[src/rtl/l1_burst_scheduler.sv]
// Single-outstanding L1 memory scheduler: arbitrates PORTS requesters, issues one command, routes read beats back.
// Define L1_SCHED_ROUND_ROBIN_EN for round-robin arbitration; default is fixed priority (lowest index wins).
module l1_burst_scheduler #(
  parameter int PORTS     = 2,
  parameter int MAX_BURST = 16
) (
  input  logic                  clk,
  input  logic                  rst,
  input  logic [PORTS-1:0]      req,
  input  logic [PORTS-1:0][31:0] req_addr,
  input  logic [PORTS-1:0][31:0] req_data,
  input  logic [PORTS-1:0][3:0] req_be,
  input  logic [PORTS-1:0]      req_rnw,
  input  logic [PORTS-1:0][4:0] req_size,
  output logic [PORTS-1:0]      ack,
  output logic [PORTS-1:0]      resp_valid,
  output logic [31:0]           resp_data,
  output logic                  mem_request,
  output logic [31:0]           mem_addr,
  output logic [31:0]           mem_data,
  output logic [3:0]            mem_be,
  output logic                  mem_rnw,
  output logic [4:0]            mem_size,
  input  logic                  mem_ack,
  input  logic                  mem_data_valid,
  input  logic [31:0]           mem_rdata,
  output logic                  busy
);
  localparam int IW = (PORTS > 1) ? $clog2(PORTS) : 1;

  typedef enum logic [1:0] {IDLE, ISSUE, BURST} state_t;

  state_t        state, state_nxt;
  logic [IW-1:0] win, owner;
  logic [31:0]   addr_q, data_q;
  logic [3:0]    be_q;
  logic          rnw_q;
  logic [4:0]    size_q, size_in, cnt;
  logic          any_req, grant, accept;

  assign any_req = |req;
  assign grant   = (state == IDLE) && any_req;
  assign accept  = (state == ISSUE) && mem_ack;

`ifdef L1_SCHED_ROUND_ROBIN_EN
  logic [IW-1:0] ptr, win_lo, win_hi;
  logic          hi_found;

  // Lowest requester at/after ptr; otherwise wrap to the lowest requester overall.
  always_comb begin
    win_lo   = '0;
    win_hi   = '0;
    hi_found = 1'b0;
    for (int j = PORTS-1; j >= 0; j--) begin
      if (req[j]) win_lo = IW'(j);
      if (req[j] && (IW'(j) >= ptr)) begin
        win_hi   = IW'(j);
        hi_found = 1'b1;
      end
    end
    win = hi_found ? win_hi : win_lo;
  end

  always_ff @(posedge clk) begin
    if (rst)         ptr <= '0;
    else if (accept) ptr <= (int'(owner) == PORTS-1) ? '0 : owner + 1'b1;
  end
`else
  always_comb begin
    win = '0;
    for (int j = PORTS-1; j >= 0; j--)
      if (req[j]) win = IW'(j);
  end
`endif

  // Writes are single-beat; reads are capped at the burst limit.
  always_comb begin
    size_in = req_size[win];
    if (!req_rnw[win])                          size_in = '0;
    else if (int'(req_size[win]) >= MAX_BURST) size_in = 5'(MAX_BURST - 1);
  end

  always_ff @(posedge clk) begin
    if (rst) state <= IDLE;
    else     state <= state_nxt;
  end

  always_comb begin
    state_nxt   = state;
    ack         = '0;
    resp_valid  = '0;
    mem_request = 1'b0;
    case (state)
      IDLE:  if (any_req) state_nxt = ISSUE;
      ISSUE: begin
        mem_request = 1'b1;
        if (mem_ack) begin
          ack[owner] = 1'b1;
          state_nxt  = rnw_q ? BURST : IDLE;
        end
      end
      BURST: begin
        resp_valid[owner] = mem_data_valid;
        if (mem_data_valid && (cnt == size_q)) state_nxt = IDLE;
      end
      default: state_nxt = IDLE;
    endcase
    // A reset cycle abandons the transaction before anything is signalled.
    if (rst) begin
      ack         = '0;
      resp_valid  = '0;
      mem_request = 1'b0;
    end
  end

  always_ff @(posedge clk) begin
    if (rst)                                  cnt <= '0;
    else if (accept)                          cnt <= '0;
    else if (state == BURST && mem_data_valid) cnt <= (cnt == size_q) ? '0 : cnt + 5'd1;
  end

  always_ff @(posedge clk) begin
    if (rst) begin
      owner  <= '0;
      addr_q <= '0;
      data_q <= '0;
      be_q   <= '0;
      rnw_q  <= 1'b0;
      size_q <= '0;
    end else if (grant) begin
      owner  <= win;
      addr_q <= req_addr[win];
      data_q <= req_data[win];
      be_q   <= req_be[win];
      rnw_q  <= req_rnw[win];
      size_q <= size_in;
    end
  end

  assign mem_addr  = addr_q;
  assign mem_data  = data_q;
  assign mem_be    = be_q;
  assign mem_rnw   = rnw_q;
  assign mem_size  = size_q;
  assign resp_data = mem_rdata;
  assign busy      = (state != IDLE) && !rst;
endmodule

[config.mk]
export PLATFORM = sky130hd
export DESIGN_NAME = l1_burst_scheduler
export DESIGN_NICKNAME = d
export VERILOG_FILES = /design/src/rtl/l1_burst_scheduler.sv
export SDC_FILE = /design/constraint.sdc
export NUM_CORES = 1
export LEC_CHECK = 0
export CAP_MARGIN = 25
export CELL_PAD_IN_SITES_DETAIL_PLACEMENT = 1
export CELL_PAD_IN_SITES_GLOBAL_PLACEMENT = 1
export CORE_MARGIN = 2
export CORE_UTILIZATION = 24
export CTS_BUF_LIST = sky130_fd_sc_hd__clkbuf_2 sky130_fd_sc_hd__clkbuf_4 sky130_fd_sc_hd__clkbuf_8
export CTS_CLUSTER_SIZE = 14
export DETAILED_ROUTE_END_ITERATION = 10
export PLACE_DENSITY_LB_ADDON = 0.15
export SYNTH_ARGS = -nofsm -noshare
export SYNTH_HDL_FRONTEND = slang
export SYNTH_SLANG_ARGS = --single-unit
[constraint.sdc]
create_clock -name clk -period 2 [get_ports clk]
set_clock_uncertainty 0.05 [all_clocks]
set_input_delay 0.6 -clock clk [delete_from_list [all_inputs] [get_ports clk]]
set_output_delay 0.6 -clock clk [all_outputs]
set_load 0.005 [all_outputs]
# --- After elaboration in Yosys (flattened, before gate mapping) ---
# Index checks and enable logic that the tools add are counted.
op_classes:
  mux: 29
  n_eq_ne: 6
  bitwise: 1
  add_sub_neg: 1
  n_lt_le_gt_ge: 4
  n_reduce_logical: 12
op_table:
  columns: ["op", "count"]
  rows:
  - ["$mux 32", 4]
  - ["$mux 5", 5]
  - ["$mux 2", 9]
  - ["$mux 4", 2]
  - ["$mux 1", 7]
  - ["$logic_and 1x1->1", 6]
  - ["$ne 2x2->1 const B", 3]
  - ["$pmux 2 s3", 1]
  - ["$add 5x1->5 const B", 1]
  - ["$eq 5x5->1", 1]
  - ["$ge 5x5->1 const B", 1]
  - ["$lt 1x2->1 const B", 2]
  - ["$reduce_or 2->1", 2]
  - ["$reduce_and 3->1", 1]
  - ["$and 2x2->2", 1]
  - ["$eq 2x1->1 const B", 1]
  - ["$eq 2x2->1 const B", 1]
  - ["$logic_not 2->1", 1]
  - ["$reduce_bool 2->1", 1]
  - ["$demux 1 s1", 1]
  - ["$ge 1x1->1 const B", 1]
  - ["$logic_not 1->1", 1]
totals:
  elab_cells: 61
  regBits: 82
  output_inout_bits: 112

# --- Longest topological paths before layout ---
# Gate-level depths: netlist (run 1).
logic_depth:
  ltp_word: 7
  depth_mapped: 6

# --- Worst setup path before layout (run 1) ---
# Ideal clock, no wire load.
synth_path:
  path_type: "input to output"
  from: "input rst"
  to: "output ack[0]"
  arrival_time_ns: 1.219
  required_time_ns: 1.350
  stages: 3
  path_slack_ns: 0.131
  cell_sequence: "clkbuf_1 -> clkbuf_1 -> nor3_1"
synth_via:
  elab_chain_cells: 1
synth_lines:
  columns: ["item", "line", "text"]
  rows:
  - ["start: declaration", "8", "input logic rst,"]
  - ["$mux 2", "109", "if (rst) begin"]
  - ["end: declaration", "15", "output logic [PORTS-1:0] ack,"]
# No other way between the ends.

# --- Worst setup path in the final report (run 1) ---
layout_path:
  from: "input mem_data_valid"
  to: "output resp_valid[0]"
layout_via:
  elab_chain_cells: 3
layout_lines:
  columns: ["item", "line", "text"]
  rows:
  - ["start: declaration", "25", "input logic mem_data_valid,"]
  - ["$and 2x2->2 (no line)", null, null]
  - ["$mux 2", "93", "case (state)"]
  - ["$mux 2", "109", null]
  - ["end: declaration", "16", "output logic [PORTS-1:0] resp_valid,"]
# No other way between the ends.

==> reports/results.md, run 1 <==
| Quantity | This run | Unit |
| --- | --- | --- |
| Ports | 298 | - |
| Bufs on Longest Clock Path | 2 | - |
| Result of the run | finished clean | - |
| Clk sinks | 82 | - |
| Fraction of layout instances using a drive strength above 1 | 9.317 | % |
| Most common cell after layout, fill and taps aside | sky130_fd_sc_hd__clkdlybuf4s50_1 | - |
| Mean routed wirelength per cell | 16.11 | um |
| Crit Path Category | in2out | - |
| Power per cell area | 667.0 | nW/um^2 |
| Detailed-route vias per instance | 4.586 | - |
| Data required time at the worst endpoint | 1.35 | ns |
| Met1 routing resource usage after global routing | 16.65 | % |
| Synthesis-stage register bit count | 82 | - |
| Reg-to-Reg End | mem_addr[0] | - |
| Count of placed standard cells including taps | 840 | - |
| Transition at the pin with the smallest max-transition slack | 0.5075 | ns |
| Post-synthesis adder-cell area fraction | 0.3086 | % |
| Height of the die | 134.0 | um |
| Global-route usage over all layers | 14.81 | % |
| Largest net degree at the start of global routing | 75 | - |
| Hold violation total from the final report | 0 | - |
| Final number of max-transition violations | 0 | - |
| Net count after synthesis | 619 | - |
| Synth-to-layout area growth | 65.74 | % |
| Most instantiated flip-flop cell in the synthesis netlist | sky130_fd_sc_hd__dfxtp_1 | - |
| Count of flip-flops with a built-in enable after synthesis | 0 | - |
| Core area | 16520 | um^2 |
| Peak VDD IR | 324.7 | uV |
| Final Setup Violations | 0 | - |
| Compound-Gate Fraction of Synth Area | 16.54 | % |
| Mean Syn Cell Area | 9.384 | um^2 |
| Count of routing violations after the opening detailed-route iteration | 119 | - |
| P_leak | 2.810 | nW |
| Unrepaired setup endpoints after global routing | yes | - |
| Main combinational cell family by area after synthesis | multiplexers | - |
| Via Count | 3962 | - |
| Grt met2 use | 25.36 | % |
| Data arrival time of the critical path | 1.30 | ns |
| Total design power | 4.481 | mW |
| Worst reg2reg startpoint | state[1] | - |
| Number of antenna violations at the first check in global routing | 0 | - |
| Final period utilization | 97.55 | % |
| Post-route minimum period | 1.951 | ns |
| Total wire length | 13920 | um |
| Post-synthesis simple-gate area fraction | 12.22 | % |
| Number of buffers added to fix hold violations after cts | 0 | - |
| Top library cells by usage in the layout, fill and taps aside | 224 x sky130_fd_sc_hd__clkdlybuf4s50_1, 80 x sky130_fd_sc_hd__nor2_1, 79 x sky130_fd_sc_hd__dfxtp_1 | - |
| Clock latency on the worst-skew pair | 0.36 | ns |
| Cell count after synthesis | 432 | - |
| Length in cells of the worst reg-to-reg path | 5 | - |
| Category of the worst setup path capture point | output port | - |
| Met3 Track Usage GR | 5.858 | % |
| GR Overflow Total | 0 | - |
| Initial core utilization | 24.53 | % |
| Worst slew slack as a fraction of its limit | 66.17 | % |
| Worst Setup Start Kind | primary input | - |
| Worst-path clk slew | 0.08 | ns |
| Cell Rows | 47 | - |
| Number of detailed-route iterations in the first pass | 4 | - |
| Post-route setup TNS | 0 | ns |
| Fin cells | 864 | - |
| Crit path capture | resp_valid[0] | - |
| Remaining routing DRC violations | 0 | - |
| Slack of the worst reg-to-reg path | 0.42 | ns |
| Synth top area cells | sky130_fd_sc_hd__dfxtp_1 40%, sky130_fd_sc_hd__mux2i_1 17%, sky130_fd_sc_hd__a211oi_1 13% | - |
| Detailed-placement wirelength estimate | 10190 | um |
| Area enclosed by the die boundary | 17950 | um^2 |
| Antenna viol nets, final | 0 | - |
| CTS tree | built | - |
| Count of inserted antenna diode cells | 0 | - |
| Syn. warnings | 0 | - |
| Gp weighted congestion | 0.7498 | - |
| Async set or reset register ratio after synthesis | 0 | % |
| Source of the worst hold timing path | mem_data[28] | - |
| Vias in the first global route | 4096 | - |
| Proportion of netlist area held by the largest area contributor | 40.49 | % |
| Root buffer cell | sky130_fd_sc_hd__clkbuf_8 | - |
| Fraction of synthesized area in multiplexers | 16.79 | % |
| Global-route wire length before repair | 21250 | um |
| Chip width | 134.0 | um |
| Count of nets after finishing | 826 | - |
| Most area-hungry cell type in the Yosys netlist | sky130_fd_sc_hd__dfxtp_1 | - |
| Path class of the lowest-slack min-delay path | reg2reg | - |
| Distinct cell type count after synthesis | 32 | - |
| Maxcap violations | 0 | - |
| Number of buffers created by CTS | 9 | - |
| Top Usage Layer GRT | met2 | - |
| Portion of the post-synthesis area used by sequential elements | 40.49 | % |
| Post-Route Hold Slack | 0.4498 | ns |
| IO buf count | 233 | - |
| Post-synthesis xor/xnor area fraction | 1.512 | % |
| CTS H-tree depth | 3 | - |
| Netlist area before placement | 4054 | um^2 |
| Critical path peak fanout | 2 | - |
| Worst setup startpoint | mem_data_valid | - |
| Fmax | 0.5125 | GHz |
==> per-layer routing <==
layer / vias up / routed length (um)
met5: - / 0
met4: 0 / 220
met3: 22 / 1309
met2: 163 / 6851
met1: 1851 / 5540
li1: 1926 / -
==> cells in the mapped netlist, types with 4 or more instances <==
cell type,count
sky130_fd_sc_hd__dfxtp_1,82
sky130_fd_sc_hd__nor2_1,80
sky130_fd_sc_hd__a211oi_1,72
sky130_fd_sc_hd__mux2i_1,68
sky130_fd_sc_hd__buf_4,35
sky130_fd_sc_hd__buf_2,16
sky130_fd_sc_hd__clkbuf_1,12
sky130_fd_sc_hd__nand2_1,11
sky130_fd_sc_hd__a21oi_1,8
sky130_fd_sc_hd__buf_12,5
sky130_fd_sc_hd__nand2b_1,4
sky130_fd_sc_hd__o311ai_1,4
sky130_fd_sc_hd__xor2_1,4
==> repair_timing <==
item / 4_1_cts / 5_1_grt
resized for setup: 24 / 4
setup endpoints to repair: 7 / 4
gates cloned: 0 / 2
buffers inserted: 3 / 3
pin swaps: 3 / 4
==> area by class of cell <==
class	count	area (um^2)
Sequential cell	82	1650
Inverter	1	3.754
Multi-Input combinational cell	281	1944
Fill cell	1873	9806
Timing Repair Buffer	264	2621
Clock buffer	13	178.9
Tap cell	220	275.3
Clock inverter	3	45.04
==> critical path, cell delays in order <==
cell	delay (ns)
sky130_fd_sc_hd__dlygate4sd2_1	0.22
sky130_fd_sc_hd__nand3b_1	0.11
sky130_fd_sc_hd__buf_4	0.16
sky130_fd_sc_hd__nor3_2	0.08
sky130_fd_sc_hd__buf_2	0.13
==> registers in the layout, indices dropped and copies added, names as in the netlist <==
name      cells
mem_addr     32
mem_data     32
cnt           5
mem_size      5
mem_be        4
state         2
mem_rnw       1
owner         1
==> per-stage QoR <==
| stage | setup slack, ns | utilization, % | cell area [um^2] |
|---|---|---|---|
| 6_report | 0.04891 | 40.66 | 6719 |
| 5_1_grt | -0.03261 | 40.66 | 6719 |
| 4_1_cts | 0.01001 | 40.24 | 6649 |
| 3_5_place_dp | -0.5596 | 38.76 | 6405 |
| 3_3_place_gp | -0.5251 | 38.76 | 6405 |
| 2_1_floorplan | 0.1306 | - | 4054 |
==> power by group <==
part           internal [mW]  leakage, nW  switching [mW]  total (mW)
clock network          0.714        0.108           0.614        1.33
registers               1.79        0.682          0.0892        1.88
logic                  0.781         2.02           0.490        1.27
==> how the worst min path moves through the flow <==
| stage | slack (ns) | cells past startpoint | to |
|---|---|---|---|
| after floorplan | 0.43 | 2 | mem_size[2] |
| after CTS | 0.46 | 2 | mem_data[28] |
| final | 0.45 | 2 | mem_data[28] |
| after global placement | 0.43 | 2 | mem_addr[8] |
| after detailed placement | 0.45 | 2 | mem_addr[15] |
| after global routing | 0.47 | 2 | mem_size[0] |
==> cells by family (layout without fill, tap and decap cells) <==
logic type	count (synthesis)	after routing
adder cells (fa/ha/maj)	1	1
flip-flops	82	82
AO/OA/AOI/OAI	91	91
AND/OR/NAND/NOR	114	114
XOR/XNOR	7	7
buffers and inverters	69	281
multiplexers	68	68
Power figures use the tool's default switching activity.
==> run 2, diff against run 1 <==
--- a/config.mk
+++ b/config.mk
@@ -9,11 +9,12 @@
 export CELL_PAD_IN_SITES_DETAIL_PLACEMENT = 1
 export CELL_PAD_IN_SITES_GLOBAL_PLACEMENT = 1
 export CORE_MARGIN = 2
-export CORE_UTILIZATION = 24
+export CORE_UTILIZATION = 22
 export CTS_BUF_LIST = sky130_fd_sc_hd__clkbuf_2 sky130_fd_sc_hd__clkbuf_4 sky130_fd_sc_hd__clkbuf_8
 export CTS_CLUSTER_SIZE = 14
 export DETAILED_ROUTE_END_ITERATION = 10
 export PLACE_DENSITY_LB_ADDON = 0.15
+export SKIP_LAST_GASP = 1
 export SYNTH_ARGS = -nofsm -noshare
 export SYNTH_HDL_FRONTEND = slang
 export SYNTH_SLANG_ARGS = --single-unit
==> constraint.sdc (replaced) <==
create_clock -name clk -period 1.7 [get_ports clk]
set_clock_uncertainty 0.05 [all_clocks]
set_input_delay 0.51 -clock clk [delete_from_list [all_inputs] [get_ports clk]]
set_output_delay 0.51 -clock clk [all_outputs]
set_load 0.005 [all_outputs]
==> reports/results.md, run 2 (synthesis gave the netlist of run 1 again) <==
| Quantity | This run | Unit | Delta |
| --- | --- | --- | --- |
| Result of the run | finished with violations | - |  |
| Violated checks | setup timing | - |  |
| Detailed-placement wirelength estimate | 10590 | um | +3.9% |
| Most common cell after layout, fill and taps aside | sky130_fd_sc_hd__clkdlybuf4s50_1 | - |  |
| Relative contribution of the clock network to total power | 28.6 | % | -1.0 points |
| Final number of max-transition violations | 0 | - | unchanged |
| Core area | 18020 | um^2 | +9.1% |
| Data required time at the worst endpoint | 1.14 | ns | -0.21 ns |
| Sw Share | 27.43 | % | +0.80 points |
| Total design power | 5.408 | mW | +21% |
| Path class of the lowest-slack min-delay path | reg2reg | - |  |
| Peak VDD IR | 313.2 | uV | -3.5% |
| Total net switching power | 1.484 | mW | +24% |
| Height of the die | 139.7 | um | +4.3% |
| Mean routed wirelength per cell | 16.08 | um | -0.20% |
| Count of inserted antenna diode cells | 0 | - | unchanged |
| Largest net degree at the start of global routing | 50 | - | -33% |
| Top library cells by usage in the layout, fill and taps aside | 148 x sky130_fd_sc_hd__clkdlybuf4s50_1, 78 x sky130_fd_sc_hd__dlygate4sd2_1, 76 x sky130_fd_sc_hd__nor2_1 | - |  |
| Clk sinks | 82 | - | unchanged |
| Remaining routing DRC violations | 0 | - | unchanged |
| Worst setup startpoint | state[0] | - |  |
| Number of buffers created by CTS | 9 | - | unchanged |
| Antenna viol nets, final | 0 | - | unchanged |
| Synth-to-layout area growth | 76.85 | % |  |
| Total wire length | 14540 | um | +4.4% |
| Post-route design area | 7169 | um^2 | +6.7% |
| Root buffer cell | sky130_fd_sc_hd__clkbuf_8 | - |  |
| Worst reg2reg startpoint | state[1] | - |  |
| Transition at the pin with the smallest max-transition slack | 0.6374 | ns | +0.1299 ns |
| Count of nets after finishing | 859 | - | +4.0% |
| Post-Route Hold Slack | 0.4447 | ns | -0.005138 ns |
| Number of buffers added to fix hold violations after cts | 0 | - | unchanged |
| Worst slew slack as a fraction of its limit | 57.51 | % | -8.7 points |
| CTS H-tree depth | 3 | - | unchanged |
| Hold violation total from the final report | 0 | - | unchanged |
| Fraction of layout instances using a drive strength above 1 | 19.85 | % | +11 points |
| Placed cell area | 6504 | um^2 | +1.5% |
| Ports | 298 | - | unchanged |
| Global-route wire length before repair | 22580 | um | +6.3% |
| Source of the worst hold timing path | mem_be[2] | - |  |
| Crit Path Category | reg2out | - |  |
| Number of antenna violations at the first check in global routing | 0 | - | unchanged |
| CTS tree | built | - |  |
| Power share of the combinational group | 30.5 | % | +2.1 points |
| Global-route usage over all layers | 14.49 | % | -0.33 points |
| Vias in the first global route | 4238 | - | +3.5% |
| Detailed-route vias per instance | 4.546 | - | -0.85% |
| Via Count | 4110 | - | +3.7% |
| Fmax | 0.5139 | GHz |  |
| Worst-path clk slew | 0.09 | ns | about the same |
| Cell Rows | 49 | - | +4.3% |
| Gp weighted congestion | 0.7406 | - | -1.2% |
| Maxcap violations | 0 | - | unchanged |
| Power per cell area | 754.4 | nW/um^2 | +13% |
| Internal power of the cells | 3.925 | mW | +19% |
| Unrepaired setup endpoints after global routing | yes | - |  |
| Critical path peak fanout | 3 | - | +1 |
| Number of detailed-route iterations in the first pass | 4 | - | unchanged |
| Chip width | 139.7 | um | +4.3% |
| Count of routing violations after the opening detailed-route iteration | 74 | - | -38% |
| Final period utilization | 114.5 | % |  |
| IO buf count | 233 | - | unchanged |
| Final Setup Violations | 5 | - | +5 |
| Worst Setup Start Kind | register | - |  |
| Data arrival time of the critical path | 1.39 | ns | +0.09 ns |
| Placement Setup Slack | -0.6878 | ns | -0.1282 ns |
| Post-layout worst setup margin | -0.2461 | ns | -0.2950 ns |
| Reg power frac | 41.0 | % | -1.0 points |
| Clock latency on the worst-skew pair | 0.37 | ns | about the same |
| Category of the worst setup path capture point | output port | - |  |
| P_leak | 3.305 | nW | +18% |
| GR Overflow Total | 0 | - | unchanged |
| Initial core utilization | 22.49 | % | -2.0 points |
| Area enclosed by the die boundary | 19530 | um^2 | +8.8% |
| Bufs on Longest Clock Path | 2 | - | unchanged |
| Post-route minimum period | 1.946 | ns |  |
-- run 2: changes by cell type in the layout (fill, tap and decap cells not counted), moves of 3 or more --
| cell | previous run | this run |
|---|---|---|
| sky130_fd_sc_hd__a211oi_2 | 0 | 16 |
| sky130_fd_sc_hd__a211oi_1 | 72 | 56 |
| sky130_fd_sc_hd__buf_6 | 0 | 12 |
| sky130_fd_sc_hd__clkdlybuf4s50_1 | 224 | 148 |
| sky130_fd_sc_hd__nor2_2 | 0 | 3 |
| sky130_fd_sc_hd__dfxtp_1 | 79 | 61 |
| sky130_fd_sc_hd__dlygate4sd2_1 | 3 | 78 |
| sky130_fd_sc_hd__buf_4 | 25 | 38 |
| sky130_fd_sc_hd__buf_16 | 0 | 5 |
| sky130_fd_sc_hd__nor2_1 | 80 | 76 |
| sky130_fd_sc_hd__dfxtp_2 | 1 | 19 |
| sky130_fd_sc_hd__clkbuf_8 | 13 | 9 |
| sky130_fd_sc_hd__buf_2 | 4 | 7 |
-- run 2: what timing repair did --
item                       CTS  global route
gates resized for setup    149            24
setup buffers               26             7
setup endpoints to repair  139            42
gates cloned                 7             0
pin swaps                   10            15
-- run 2: path summary, 6_finish.rpt --
check | end | slack (ns) | depth (start not counted)
worst max-delay path | resp_valid[0] | -0.25 | 4
worst min-delay path | mem_be[2] | 0.44 | 2
worst max register to register | mem_addr[20] | 0.07 | 8
worst min register to register | mem_be[2] | 0.44 | 2
-- run 2: critical path, cell delays in order (launching register included) --
cell,delay [ns]
sky130_fd_sc_hd__dfxtp_4,0.36
sky130_fd_sc_hd__nand3b_1,0.18
sky130_fd_sc_hd__buf_4,0.16
sky130_fd_sc_hd__nor3_2,0.17
sky130_fd_sc_hd__buf_2,0.14
-- run 2: power groups by stage --
stage               Combinational [mW]  Clock, mW  Sequential, mW
CTS                               1.61       1.63            2.22
finish                            1.65       1.55            2.21
global route                      1.79       1.68            2.24
floorplan                        0.610          0            2.27
detailed placement                1.51          0            2.27
global placement                  1.49          0            2.26
-- run 2: cell type report --
type,count,area [um^2]
clock buffers,9,123.9
clock inverters,5,81.33
fillers,2064,10860
inverters,1,3.754
multi-input cells,281,2048
flip-flops and latches,82,1673
well taps,229,286.5
repair buffers,297,2953
-- run 2: metrics by stage --
| stage | setup TNS [ns] | util, % | std cells |
|---|---|---|---|
| final | -0.8258 | 39.78 | 904 |
| after global routing | -1.248 | 39.78 | 904 |
| after CTS | -1.292 | 39.18 | 903 |
| after detailed placement | -34.96 | 36.08 | 859 |
| after global placement | -30.91 | 36.08 | 859 |
| after floorplan | 0 | - | 432 |
-- run 2: per-layer routing --
| metal | routed length (um) | track usage [%] |
|---|---|---|
| met4 | 267 | 6.053 |
| met1 | 5896 | 16.41 |
| met3 | 965 | 3.613 |
| met5 | 0 | 0 |
| met2 | 7409 | 25.85 |
==> run 3, diff against run 2 <==
--- a/config.mk
+++ b/config.mk
@@ -14,6 +14,7 @@
 export CTS_CLUSTER_SIZE = 14
 export DETAILED_ROUTE_END_ITERATION = 10
 export PLACE_DENSITY_LB_ADDON = 0.15
+export RECOVER_POWER = 100
 export SKIP_LAST_GASP = 1
 export SYNTH_ARGS = -nofsm -noshare
 export SYNTH_HDL_FRONTEND = slang
==> reports/results.md, run 3 (synthesis gave the netlist of run 1 again) <==
| Quantity | This run | Unit | Delta |
| --- | --- | --- | --- |
| Result of the run | finished with violations | - |  |
| Violated checks | setup timing | - |  |
| Clk sinks | 82 | - | unchanged |
| Crit Path Category | reg2out | - |  |
| Final period utilization | 114.2 | % | -0.24 points |
| Most common cell after layout, fill and taps aside | sky130_fd_sc_hd__clkdlybuf4s50_1 | - |  |
| Fin cells | 904 | - | unchanged |
| Worst slew slack as a fraction of its limit | 57.49 | % | about the same |
| Top library cells by usage in the layout, fill and taps aside | 148 x sky130_fd_sc_hd__clkdlybuf4s50_1, 79 x sky130_fd_sc_hd__dfxtp_1, 78 x sky130_fd_sc_hd__dlygate4sd2_1 | - |  |
| Chip width | 139.7 | um | unchanged |
| Synth-to-layout area growth | 75.34 | % |  |
| Final core occ | 39.43 | % | -0.34 points |
| Data required time at the worst endpoint | 1.14 | ns | about the same |
| Critical path peak fanout | 3 | - | unchanged |
| Placed cell area | 6504 | um^2 | unchanged |
| Antenna viol nets, final | 0 | - | unchanged |
| Unrepaired setup endpoints after global routing | yes | - |  |
| Category of the worst setup path capture point | output port | - |  |
| Area enclosed by the die boundary | 19530 | um^2 | unchanged |
| Core area | 18020 | um^2 | unchanged |
| Largest net degree at the start of global routing | 50 | - | unchanged |
| Count of placed standard cells including taps | 859 | - | unchanged |
| Data arrival time of the critical path | 1.38 | ns | about the same |
| Post-route design area | 7108 | um^2 | -0.86% |
| Cell Rows | 49 | - | unchanged |
| Hold violation total from the final report | 0 | - | unchanged |
| Height of the die | 139.7 | um | unchanged |
| Via Count | 4111 | - | +0.024% |
| Count of nets after finishing | 859 | - | unchanged |
| Worst setup startpoint | state[0] | - |  |
| Maxcap violations | 0 | - | unchanged |
| CTS tree | built | - |  |
| Post-layout worst setup margin | -0.2419 | ns | +0.004151 ns |
| Worst Setup Start Kind | register | - |  |
| Gp weighted congestion | 0.7406 | - | unchanged |
| Global-route wire length before repair | 22580 | um | unchanged |
| Number of antenna violations at the first check in global routing | 0 | - | unchanged |
| Length in cells of the worst reg-to-reg path | 8 | - | unchanged |
| Final Setup Violations | 25 | - | +20 |
| Fraction of layout instances using a drive strength above 1 | 16.44 | % | -3.4 points |
| Number of buffers created by CTS | 9 | - | unchanged |
| Fmax | 0.5150 | GHz | +0.21% |
| Initial core utilization | 22.49 | % | unchanged |
| Bufs on Longest Clock Path | 2 | - | unchanged |
| Slack of the worst reg-to-reg path | -0.06 | ns | -0.13 ns |
| P_leak | 3.278 | nW | -0.81% |
| Remaining routing DRC violations | 0 | - | unchanged |
| Number of detailed-route iterations in the first pass | 4 | - | unchanged |
| Root buffer cell | sky130_fd_sc_hd__clkbuf_8 | - |  |
| Count of inserted antenna diode cells | 0 | - | unchanged |
| Total wire length | 14530 | um | about the same |
| Ports | 298 | - | unchanged |
| Peak VDD IR | 313.1 | uV | about the same |
| Worst-path clk slew | 0.09 | ns | about the same |
| Worst reg2reg startpoint | state[0] | - |  |
| Post-route minimum period | 1.942 | ns | -0.004151 ns |
| Global-route usage over all layers | 14.49 | % | unchanged |
| Detailed-placement wirelength estimate | 10590 | um | unchanged |
| Path class of the lowest-slack min-delay path | reg2reg | - |  |
| Power per cell area | 756.2 | nW/um^2 | +0.24% |
| Clock latency on the worst-skew pair | 0.37 | ns | about the same |
| Vias in the first global route | 4238 | - | unchanged |
| IO buf count | 233 | - | unchanged |
| Crit path capture | resp_valid[0] | - |  |
| Cell depth of the worst min-delay path | 2 | - | unchanged |
| Mean routed wirelength per cell | 16.07 | um | about the same |
| Count of routing violations after the opening detailed-route iteration | 78 | - | +5.4% |
| Detailed-route vias per instance | 4.548 | - | about the same |
| Final number of max-transition violations | 0 | - | unchanged |
| GR Overflow Total | 0 | - | unchanged |
| Reg-to-Reg End | mem_addr[20] | - |  |
| CTS H-tree depth | 3 | - | unchanged |
| Transition at the pin with the smallest max-transition slack | 0.6376 | ns | +0.0001803 ns |
[run 3: changes by cell type in the layout (fill, tap and decap cells not counted), sizes merged]
| cell | delta |
|---|---|
| clkbuf | +6 |
| buf | -6 |
[run 3: area by class of cell]
cell class	count	area [um^2]
fill	2075	10920
timing repair buffer	297	2918
multi-input combinational	281	2044
sequential	82	1650
tap	229	286.5
clock buffer	9	123.9
clock inverter	5	81.33
inverter	1	3.754
[run 3: critical path, stage by stage, from the launching register on]
cell and delay [ns]:
sky130_fd_sc_hd__dfxtp_4 0.36, sky130_fd_sc_hd__nand3b_1 0.18, sky130_fd_sc_hd__buf_4 0.16, sky130_fd_sc_hd__nor3_2 0.17
sky130_fd_sc_hd__buf_2 0.14
[run 3: where the power goes]
part           internal [mW]  total (mW)  leakage [nW]  switching, mW
clock network          0.811        1.54         0.101          0.733
logic                  0.976        1.62          2.50          0.649
registers               2.11        2.21         0.682         0.0972
[run 3: worst min-delay path by stage]
stage,start,end,slack [ns]
floorplan,mem_size[2],mem_size[2],0.43
global placement,mem_data[3],mem_data[3],0.43
detailed placement,mem_size[3],mem_size[3],0.44
CTS,mem_addr[25],mem_addr[25],0.45
global route,mem_addr[10],mem_addr[10],0.46
finish,mem_be[2],mem_be[2],0.44
[run 3: metrics by stage]
| stage | setup WS, ns | power (mW) | setup TNS (ns) | hold slack (ns) |
|---|---|---|---|---|
| after detailed placement | -0.6878 | 3.778 | -34.96 | 0.4427 |
| after global placement | -0.6579 | 3.745 | -30.91 | 0.4344 |
| after floorplan | 0.01062 | 2.875 | 0 | 0.4260 |
| after CTS | -0.2083 | 5.459 | -1.292 | 0.4534 |
| after global routing | -0.2976 | 5.679 | -5.653 | 0.4643 |
| final | -0.2419 | 5.375 | -1.236 | 0.4447 |
[run 3: per-layer routing]
layer  vias up  wire, um  GRT usage [%]
met5         -         0              0
met4         0       267          6.053
met3        26       955          3.613
met2       145      7398          25.85
met1      1938      5907          16.41
li1       2002         -              -
[run 3: timing repair]
action / 4_1_cts / 5_1_grt
endpoints found under the hold margin: 0 / 0
hold buffers: 0 / 0
cloned: 7 / 0
resized for setup: 149 / 24
pin swaps: 10 / 15
setup buffers: 26 / 7
setup endpoints to repair: 139 / 42
